--- src/rtl/video_timing_gen.sv ---
// Raster timing generator: pixel/line counters advanced on pix_ce, with blanking,
// sync levels and one-clk edge strobes all decoded from the next count values.
module video_timing_gen #(
  parameter int H_TOTAL  = 384,
  parameter int H_ACTIVE = 256,
  parameter int HS_START = 280,
  parameter int HS_END   = 312,
  parameter int V_TOTAL  = 272,
  parameter int VA_START = 16,
  parameter int VA_END   = 256,
  parameter int VS_START = 260,
  parameter int VS_END   = 264
) (
  input  logic       clk,
  input  logic       rst,
  input  logic       pix_ce,
  output logic [8:0] hcount,
  output logic [8:0] vcount,
  output logic       hblank,
  output logic       vblank,
  output logic       hsync,
  output logic       vsync,
  output logic       hblank_rise,
  output logic       vblank_rise,
  output logic       frame_start
);

  localparam logic [8:0] H_LAST = 9'(H_TOTAL - 1);
  localparam logic [8:0] V_LAST = 9'(V_TOTAL - 1);

  // Compares are done at 10 bits so that boundaries equal to 512 still fit.
  localparam logic [9:0] H_ACT = 10'(H_ACTIVE);
  localparam logic [9:0] HS_S  = 10'(HS_START);
  localparam logic [9:0] HS_E  = 10'(HS_END);
  localparam logic [9:0] VA_S  = 10'(VA_START);
  localparam logic [9:0] VA_E  = 10'(VA_END);
  localparam logic [9:0] VS_S  = 10'(VS_START);
  localparam logic [9:0] VS_E  = 10'(VS_END);

  logic       line_wrap;
  logic [8:0] h_next;
  logic [8:0] v_next;
  logic [9:0] h_ext;
  logic [9:0] v_ext;
  logic       hblank_next;
  logic       vblank_next;
  logic       hsync_next;
  logic       vsync_next;

  // Levels are decoded from the count values the registers are about to take, so the
  // registered levels always line up with the registered counts on the same cycle.
  always_comb begin
    line_wrap = (hcount == H_LAST);
    h_next    = line_wrap ? 9'd0 : hcount + 9'd1;
    v_next    = vcount;
    if (line_wrap) begin
      v_next = (vcount == V_LAST) ? 9'd0 : vcount + 9'd1;
    end
    h_ext       = {1'b0, h_next};
    v_ext       = {1'b0, v_next};
    hblank_next = (h_ext >= H_ACT);
    hsync_next  = (h_ext >= HS_S) && (h_ext < HS_E);
    vblank_next = !((v_ext >= VA_S) && (v_ext < VA_E));
    vsync_next  = (v_ext >= VS_S) && (v_ext < VS_E);
  end

  always_ff @(posedge clk or posedge rst) begin
    if (rst) begin
      hcount      <= 9'd0;
      vcount      <= 9'd0;
      hblank      <= 1'b0;
      vblank      <= 1'b1;
      hsync       <= 1'b0;
      vsync       <= 1'b0;
      hblank_rise <= 1'b0;
      vblank_rise <= 1'b0;
      frame_start <= 1'b0;
    end else begin
      hblank_rise <= 1'b0;
      vblank_rise <= 1'b0;
      frame_start <= 1'b0;
      if (pix_ce) begin
        hcount      <= h_next;
        vcount      <= v_next;
        hblank      <= hblank_next;
        vblank      <= vblank_next;
        hsync       <= hsync_next;
        vsync       <= vsync_next;
        hblank_rise <= hblank_next & ~hblank;
        vblank_rise <= vblank_next & ~vblank;
        frame_start <= (h_next == 9'd0) && (v_next == 9'd0);
      end
    end
  end

endmodule
--- config.mk ---
export PLATFORM = sky130hd
export DESIGN_NAME = video_timing_gen
export DESIGN_NICKNAME = d
export VERILOG_FILES = /design/src/rtl/video_timing_gen.sv
export SDC_FILE = /design/constraint.sdc
export NUM_CORES = 1
export LEC_CHECK = 0
export ABC_AREA = 1
export CAP_MARGIN = 30
export CORE_MARGIN = 2
export CORE_UTILIZATION = 55
export DETAILED_ROUTE_END_ITERATION = 16
export GPL_ROUTABILITY_DRIVEN = 1
export PLACE_DENSITY = 0.82
export SETUP_SLACK_MARGIN = 0.02
export SYNTH_ARGS = -nofsm -noshare
export SYNTH_HDL_FRONTEND = slang
export SYNTH_SLANG_ARGS = --single-unit
--- constraint.sdc ---
create_clock -name clk -period 2.8 [get_ports clk]
set_input_delay 0.84 -clock clk [delete_from_list [all_inputs] [get_ports clk]]
set_output_delay 0.84 -clock clk [all_outputs]
set_load 0.005 [all_outputs]
==> flow_summary.ini, run 1 <==
[final_layout]
n_antenna_cell = 0
fin_util_pct = 72.2
syn2layout_area_growth_pct = 21.7
regArea_um2 = 602
mostFrequentLayoutCells = 81 x nand2_1, 27 x clkdlybuf4s50_1, 26 x o21ai_0
multi_input_area_um2 = 762
final_nets = 252
final_common_cell = nand2_1
layout.cells.non_filler = 276
final_cell_area_mm2 = 0.00182
num-fill-cells = 208
drive_above_1_share_pct = 8.54

[logic_synthesis]
syn_avg_cell_area_um2 = 6.83
yosys.area.top_type = dfrtp_1
yosysUniqueCellTypes = 22
synth_top_family_by_area = simple AND/OR/NAND/NOR gates
synth-seq-cells = 24
yosys-mux-area-fraction_pct = 0
ys_warn_count = 0
synthesis.nets = 224
synthXorXnorAreaFrac_pct = 2.34
synth_compound_area_share_pct = 10.0
synth_area_mm2 = 0.00150
synth-seq-area-share_pct = 40.2
synth_top_area_share_pct = 38.5
synth_fa_ha_area_share_pct = 1.67
synthCells = 219
synth.area.top_cells = dfrtp_1 38%, nand2_1 20%, o21ai_0 8.7%
synthSimpleGateAreaFrac_pct = 36.9

[cts]
ctsResizeCount = 0
clk_latency_ns = 0.32
cts_hold_buf = 0
cts_buffers = 3
post-cts-setup-buffers = 0
clock_sinks = 24
path_clk_slew_ns = 0.14
h-tree-depth = 1
tritoncts = yes
cts-root-buf = clkbuf_4
cts.path.max_buffers = 2

[global_routing]
grt_usage_pct = 22.6
grt-busiest-layer = met1
grt_use_met1_pct = 33.5
grt_pass1_vias = 1266
grt.met3_usage_pct = 3.49
gr-total-overflow = 0
grt_max_degree = 25
met2_usage_pct = 33.3
antenna_found_initial = 0
grt_pass1_wl_um = 5660

[sta]
rsz0062_at_grt = no
worst_pin_slew_ns = 0.545
slew_violations = 0
slew-limit-headroom_pct = 63.6
period_needed_ns = 2.22
finalCritPeriodShare_pct = 79.2
setup_tns_ns = 0
fmax_ghz = 0.451
fin_hold_ws_ns = 0.509
hold_viol_final = 0
report.final.setup_viol = 0
clock_skew_ns = 0.000926

[route]
drt_iter0_drc = 45
wl_um = 3110
vias = 1426
drc = 0
vias_per_cell = 5.17
routedWlPerCell_um = 11.3
dr.pass1.iters = 4
antenna_left = 0

[place]
placed_area_mm2 = 0.00178
placed_cells = 272
globalplace.congestion = 0.837
dp_hpwl_um = 2260
portBuffers = 27

[worst_setup_path]
worst_ep_arrival_time_ns = 1.38
critPathCaptureType = output pin
path_delay_family = flip-flops
crit_required_ns = 1.96
path_cells = clkdlybuf4s50_1
critPathMaxStageDelay_ns = 0.56
critPathBufInv = 1
worst_setup_path_start_kind = flop
slowest_stage = dfstp_2
path_class = reg2out
cp_max_fo = 3

[power_and_ir_drop]
ir_worst_vdd_mv = 0.557
power_frac_seq_pct = 44.4
switchingPower_mw = 0.424
power.share.combinational_pct = 39.0
leakage_nw = 0.877
powerDensity_mw_per_mm2 = 634
clkPwrFrac_pct = 16.5
intPower_mw = 0.730
switching_share_pct = 36.7

[die]
die_y_um = 56.2
die_area_mm2 = 0.00315
io_pins = 28
initial_utilization_pct = 59.3
die_w_um = 56.2
coreArea_mm2 = 0.00252
rows = 18

[run_status]
outcome = finished, final reports clean

[run]
cap_viol_max_count = 0

[worst_hold_path]
hp-class = reg2reg
[worst paths after layout]
path	from	to	slack, ns	cells after the start
max	vblank	vblank	0.58	1
min	vsync	vsync	0.51	2
max reg2reg	hcount[0]	frame_start	0.72	11
min reg2reg	vsync	vsync	0.51	2
max in group asynchronous	rst	vblank	1.68	3
min in group asynchronous	rst	vblank_rise	0.84	3
[cell families after synthesis]
| kind of cell | Yosys count |
|---|---|
| and+or+nand+nor | 127 |
| adders and majority gates | 2 |
| AOI/OAI and AO/OA | 30 |
| buffers and inverters | 32 |
| DFF | 24 |
| xor gates and xnor gates | 4 |
[cell usage after synthesis (all sizes together)]
master,instances
a21oi,3
and2,1
buf,4
clkbuf,2
dfrtp,23
dfstp,1
ha,2
inv,26
nand2,84
nand3,16
nand4,4
nor2,22
o21ai,27
xor2,4
[per-layer routing]
layer	vias to the layer above	part of all wire (%)
li1	744	-
met1	624	51
met2	51	41
met3	7	5.8
met4	0	1.5
met5	-	0
[area by class of cell]
cell class                      instances  area share (%)
Clock buffer                            4            1.99
Inverter                               26            5.36
Multi-Input combinational cell        163            41.9
Sequential cell                        24            33.1
Tap cell                               30            2.06
Timing Repair Buffer                   29            15.7
[registers in the layout, indices dropped and copies added (netlist names)]
name and count:
hcount 9, vcount 9, frame_start 1, hblank_rise 1, hsync 1, vblank 1
vblank_rise 1, vsync 1
[per-stage QoR]
| stage | power (mW) | setup WS, ns |
|---|---|---|
| after floorplan | 0.765 | 1.21 |
| after global placement | 0.964 | 0.786 |
| after detailed placement | 0.970 | 0.768 |
| after CTS | 1.16 | 0.572 |
| after global routing | 1.25 | 0.528 |
| final | 1.15 | 0.581 |
[power groups by stage]
stage	logic, mW	registers [mW]	clock network [mW]
6_report	0.450	0.513	0.190
5_1_grt	0.510	0.529	0.208
4_1_cts	0.453	0.513	0.194
3_5_place_dp	0.450	0.520	0
3_3_place_gp	0.444	0.520	0
2_1_floorplan	0.252	0.513	0
[worst register-to-register path: stages, from the launching register on]
cell     delay [ns]
dfrtp_1        0.45
ha_1           0.23
nand3_2        0.16
inv_2          0.09
nand3_2        0.27
inv_1          0.27
o21ai_0        0.19
inv_1          0.09
nand2_1        0.05
nor2_1         0.11
nand2_2        0.07
nor2_2         0.07
Power figures use the tool's default switching activity.
==> run 2: changes to the inputs <==
--- a/config.mk
+++ b/config.mk
@@ -8,10 +8,10 @@
 export ABC_AREA = 1
 export CAP_MARGIN = 30
 export CORE_MARGIN = 2
-export CORE_UTILIZATION = 55
+export CORE_UTILIZATION = 51
 export DETAILED_ROUTE_END_ITERATION = 16
 export GPL_ROUTABILITY_DRIVEN = 1
-export PLACE_DENSITY = 0.82
+export PLACE_DENSITY = 0.76
 export SETUP_SLACK_MARGIN = 0.02
 export SYNTH_ARGS = -nofsm -noshare
 export SYNTH_HDL_FRONTEND = slang
==> constraint.sdc (replaced) <==
create_clock -name clk -period 2.1 [get_ports clk]
set_input_delay 0.63 -clock clk [delete_from_list [all_inputs] [get_ports clk]]
set_output_delay 0.63 -clock clk [all_outputs]
set_load 0.005 [all_outputs]
==> flow_summary.ini, run 2 (synthesized netlist as in run 1, its figures left out) <==
[run_status]
outcome = finished, final reports clean

[die]
rows = 19
die_y_um = 58.2
io_pins = 28
initial_utilization_pct = 53.8
die_w_um = 58.2
die_area_mm2 = 0.00338
coreArea_mm2 = 0.00278

[worst_setup_path]
reg2reg_to = frame_start
path_delay_family = flip-flops
critPathMaxStageDelay_ns = 0.57
worst_ep_arrival_time_ns = 1.38
critPathBufInv = 1
reg2reg_depth = 10
slowest_stage = dfstp_2
worst_setup_path_start_kind = flop
critPathCaptureType = output pin
crit_required_ns = 1.47
worstReg2RegStart = hcount[1]
path_cells = clkdlybuf4s50_1
path_class = reg2out
rrSetupSlack_ns = 0.27
cp_max_fo = 3

[final_layout]
syn2layout_area_growth_pct = 23.7
n_antenna_cell = 0
largestRegisters = hcount x9, vcount x9
mostFrequentLayoutCells = 81 x nand2_1, 27 x clkdlybuf4s50_1, 26 x o21ai_0
multi_input_area_um2 = 762
num-fill-cells = 261
drive_above_1_share_pct = 10.1
regArea_um2 = 603
final_common_cell = nand2_1
final_nets = 254
layout.cells.non_filler = 279

[sta]
period_needed_ns = 2.01
finalCritPeriodShare_pct = 95.9
fmax_ghz = 0.497
rsz0062_at_grt = no
slew-limit-headroom_pct = 62.6
slew_violations = 0
hold_viol_final = 0
fin_hold_ws_ns = 0.511
clock_skew_ns = 0.0104
worst_pin_slew_ns = 0.560
setup_tns_ns = 0
report.final.setup_viol = 0

[global_routing]
grt_max_degree = 25
grt_pass1_wl_um = 5510
grt_pass1_vias = 1248
gr-total-overflow = 0
met2_usage_pct = 33.0
grt_usage_pct = 21.4
grt-busiest-layer = met2
grt_use_met1_pct = 31.2
antenna_found_initial = 0
grt.met3_usage_pct = 2.68

[run]
cap_viol_max_count = 0

[cts]
clk_latency_ns = 0.32
clock_sinks = 24
cts_buffers = 3
cts.path.max_buffers = 2
path_clk_slew_ns = 0.14
cts_hold_buf = 0
cts-root-buf = clkbuf_4
h-tree-depth = 1
tritoncts = yes

[worst_hold_path]
worst_hold_path.endpoint = vsync
hold_path_depth = 2
hp-class = reg2reg
min_from = vsync

[route]
routedWlPerCell_um = 11.7
vias_per_cell = 5.17
vias = 1442
wl_um = 3280
antenna_left = 0
drc = 0
dr.pass1.iters = 4
drt_iter0_drc = 93

[place]
placed_cells = 275
globalplace.congestion = 0.840
dp_hpwl_um = 2440
portBuffers = 27

[power_and_ir_drop]
leakage_nw = 0.886
power.total_mw = 1.55
ir_worst_vdd_mv = 0.657
powerDensity_mw_per_mm2 = 837
==> run 2: metal layers <==
metal,share of wire (%),up-vias
met5,0,-
met4,1.1,0
met3,4.1,5
met2,45,32
met1,50,656
li1,-,749
==> run 2: stage by stage <==
| stage | setup slack, ns | cell area (um^2) | utilization (%) |
|---|---|---|---|
| global route | 0.0337 | 1850 | 66.5 |
| CTS | 0.0723 | 1850 | 66.5 |
| floorplan | 0.511 | 1500 | - |
| detailed placement | 0.143 | 1810 | 65.2 |
| finish | 0.0863 | 1850 | 66.5 |
| global placement | 0.213 | 1810 | 65.2 |
==> run 2: cell type report <==
type                            instances  share of cell area [%]
Sequential cell                        24                    32.6
Clock buffer                            4                    1.96
Inverter                               26                    5.27
Tap cell                               31                    2.10
Timing Repair Buffer                   31                    16.9
Multi-Input combinational cell        163                    41.2
==> run 2: how the worst max path moves through the flow <==
stage	start	endpoint	slack, ns	cells after the start
6_report	vblank	vblank	0.09	1
5_1_grt	hcount[1]	frame_start	0.03	10
4_1_cts	hcount[6]	hcount[6]	0.07	1
3_5_place_dp	pix_ce	hcount[0]	0.14	3
3_3_place_gp	pix_ce	vcount[1]	0.21	3
2_1_floorplan	hcount[0]	frame_start	0.51	11
==> run 2: report_power, final <==
part	switching [mW]	leakage (nW)	internal [mW]
combinational	0.301	0.552	0.314
clock	0.140	0.0210	0.106
sequential	0.127	0.313	0.560
==> run 2: repair_timing <==
item | CTS | global route
buffers inserted | 0 | 0
setup endpoints to repair | 0 | 3
gates resized for setup | 0 | 2
==> run 2: worst register-to-register path: cells and delay by family (launching register included) <==
kind,cells,cell delay [ns]
simple gates,6,0.66
flops,1,0.45
fa+ha+maj,1,0.22
buf+inv,2,0.31
compound gates,1,0.14
==> run 3: changes to the inputs <==
--- a/config.mk
+++ b/config.mk
@@ -6,12 +6,13 @@
 export NUM_CORES = 1
 export LEC_CHECK = 0
 export ABC_AREA = 1
-export CAP_MARGIN = 30
+export CAP_MARGIN = 20
 export CORE_MARGIN = 2
 export CORE_UTILIZATION = 51
+export CTS_CLUSTER_DIAMETER = 80
 export DETAILED_ROUTE_END_ITERATION = 16
 export GPL_ROUTABILITY_DRIVEN = 1
-export PLACE_DENSITY = 0.76
+export PLACE_DENSITY = 0.78
 export SETUP_SLACK_MARGIN = 0.02
 export SYNTH_ARGS = -nofsm -noshare
 export SYNTH_HDL_FRONTEND = slang
==> flow_summary.ini, run 3 (synthesized netlist as in run 1, its figures left out) <==
[global_routing]
grt_pass1_vias = 1347
grt-busiest-layer = met2
grt_usage_pct = 22.6
grt_pass1_wl_um = 5930
antenna_found_initial = 0
met2_usage_pct = 34.4
gr-total-overflow = 0
grt.met3_usage_pct = 2.01
grt_max_degree = 22
grt_use_met1_pct = 34.3

[sta]
rsz0062_at_grt = no
clock_skew_ns = 0.00800
period_needed_ns = 2.02
fin_hold_ws_ns = 0.505
slew-limit-headroom_pct = 64.1
hold_viol_final = 0
fmax_ghz = 0.496
report.final.setup_viol = 0
worst_pin_slew_ns = 0.538
finalCritPeriodShare_pct = 96.0
setup_tns_ns = 0
slew_violations = 0

[worst_setup_path]
path_cells = clkdlybuf4s50_1
path_class = reg2out
cp_max_fo = 3
critPathCaptureType = output pin
path_delay_family = flip-flops
critPathMaxStageDelay_ns = 0.57
crit_cells = 1
worst_setup_path_start_kind = flop
reg2reg_depth = 10
crit_required_ns = 1.47
worst_ep_arrival_time_ns = 1.39
critPathBufInv = 1
slowest_stage = dfstp_2

[cts]
clock_sinks = 24
h-tree-depth = 1
tritoncts = yes
cts_hold_buf = 0
clk_latency_ns = 0.32
cts_buffers = 3
path_clk_slew_ns = 0.14
cts.path.max_buffers = 2
cts-root-buf = clkbuf_4

[place]
portBuffers = 27
placed_area_mm2 = 0.00183
globalplace.congestion = 0.863
dp_hpwl_um = 2530

[final_layout]
largestRegisters = hcount x9, vcount x9
n_antenna_cell = 0
syn2layout_area_growth_pct = 25.0
final_common_cell = nand2_1
fin_util_pct = 67.3
final_nets = 255
mostFrequentLayoutCells = 81 x nand2_1, 27 x clkdlybuf4s50_1, 26 x o21ai_0
final_cell_area_mm2 = 0.00187
drive_above_1_share_pct = 10.4

[route]
antenna_left = 0
vias = 1463
routedWlPerCell_um = 12.1
drc = 0
drt_iter0_drc = 95
vias_per_cell = 5.23
dr.pass1.iters = 5
wl_um = 3380

[die]
rows = 19
die_y_um = 58.2
die_w_um = 58.2
die_area_mm2 = 0.00338
io_pins = 28
coreArea_mm2 = 0.00278
initial_utilization_pct = 53.8

[worst_hold_path]
hp-class = reg2reg
hold_path_depth = 2

[power_and_ir_drop]
powerDensity_mw_per_mm2 = 838
leakage_nw = 0.896
power.total_mw = 1.57
ir_worst_vdd_mv = 0.672

[run_status]
outcome = finished, final reports clean

[run]
cap_viol_max_count = 0
[run 3: power by group]
part / switching, mW / leakage, nW / total, mW / internal (mW)
Clock: 0.145 / 0.0210 / 0.251 / 0.106
Combinational: 0.304 / 0.562 / 0.630 / 0.325
Sequential: 0.127 / 0.313 / 0.687 / 0.560
[run 3: repair_timing]
action                     4_1_cts  5_1_grt
setup endpoints to repair        0        3
setup buffers                    0        1
gates resized for setup          0        2
[run 3: final cells by class]
type	count	area, um^2
repair buffers	32	333
clock buffers	4	36.3
multi-input cells	163	762
flip-flops and latches	24	603
fillers	256	911
well taps	31	38.8
inverters	26	97.6
[run 3: final timing paths]
kind,from,to,slack (ns)
max,vblank,vblank,0.08
min,vsync,vsync,0.51
max reg2reg,hcount[1],frame_start,0.25
min reg2reg,vsync,vsync,0.51
max in group asynchronous,rst,hcount[6],1.01
min in group asynchronous,rst,hsync,0.63
[run 3: stage by stage]
stage | std cells | setup slack (ns)
finish | 280 | 0.0832
global route | 280 | 0.0448
CTS | 279 | 0.0679
detailed placement | 275 | 0.138
global placement | 275 | 0.216
floorplan | 219 | 0.511
[run 3: layer usage]
| metal | up-vias | part of all wire, % |
|---|---|---|
| li1 | 749 | - |
| met5 | - | 0 |
| met3 | 4 | 4.2 |
| met4 | 0 | 1.2 |
| met2 | 38 | 46 |
| met1 | 672 | 49 |
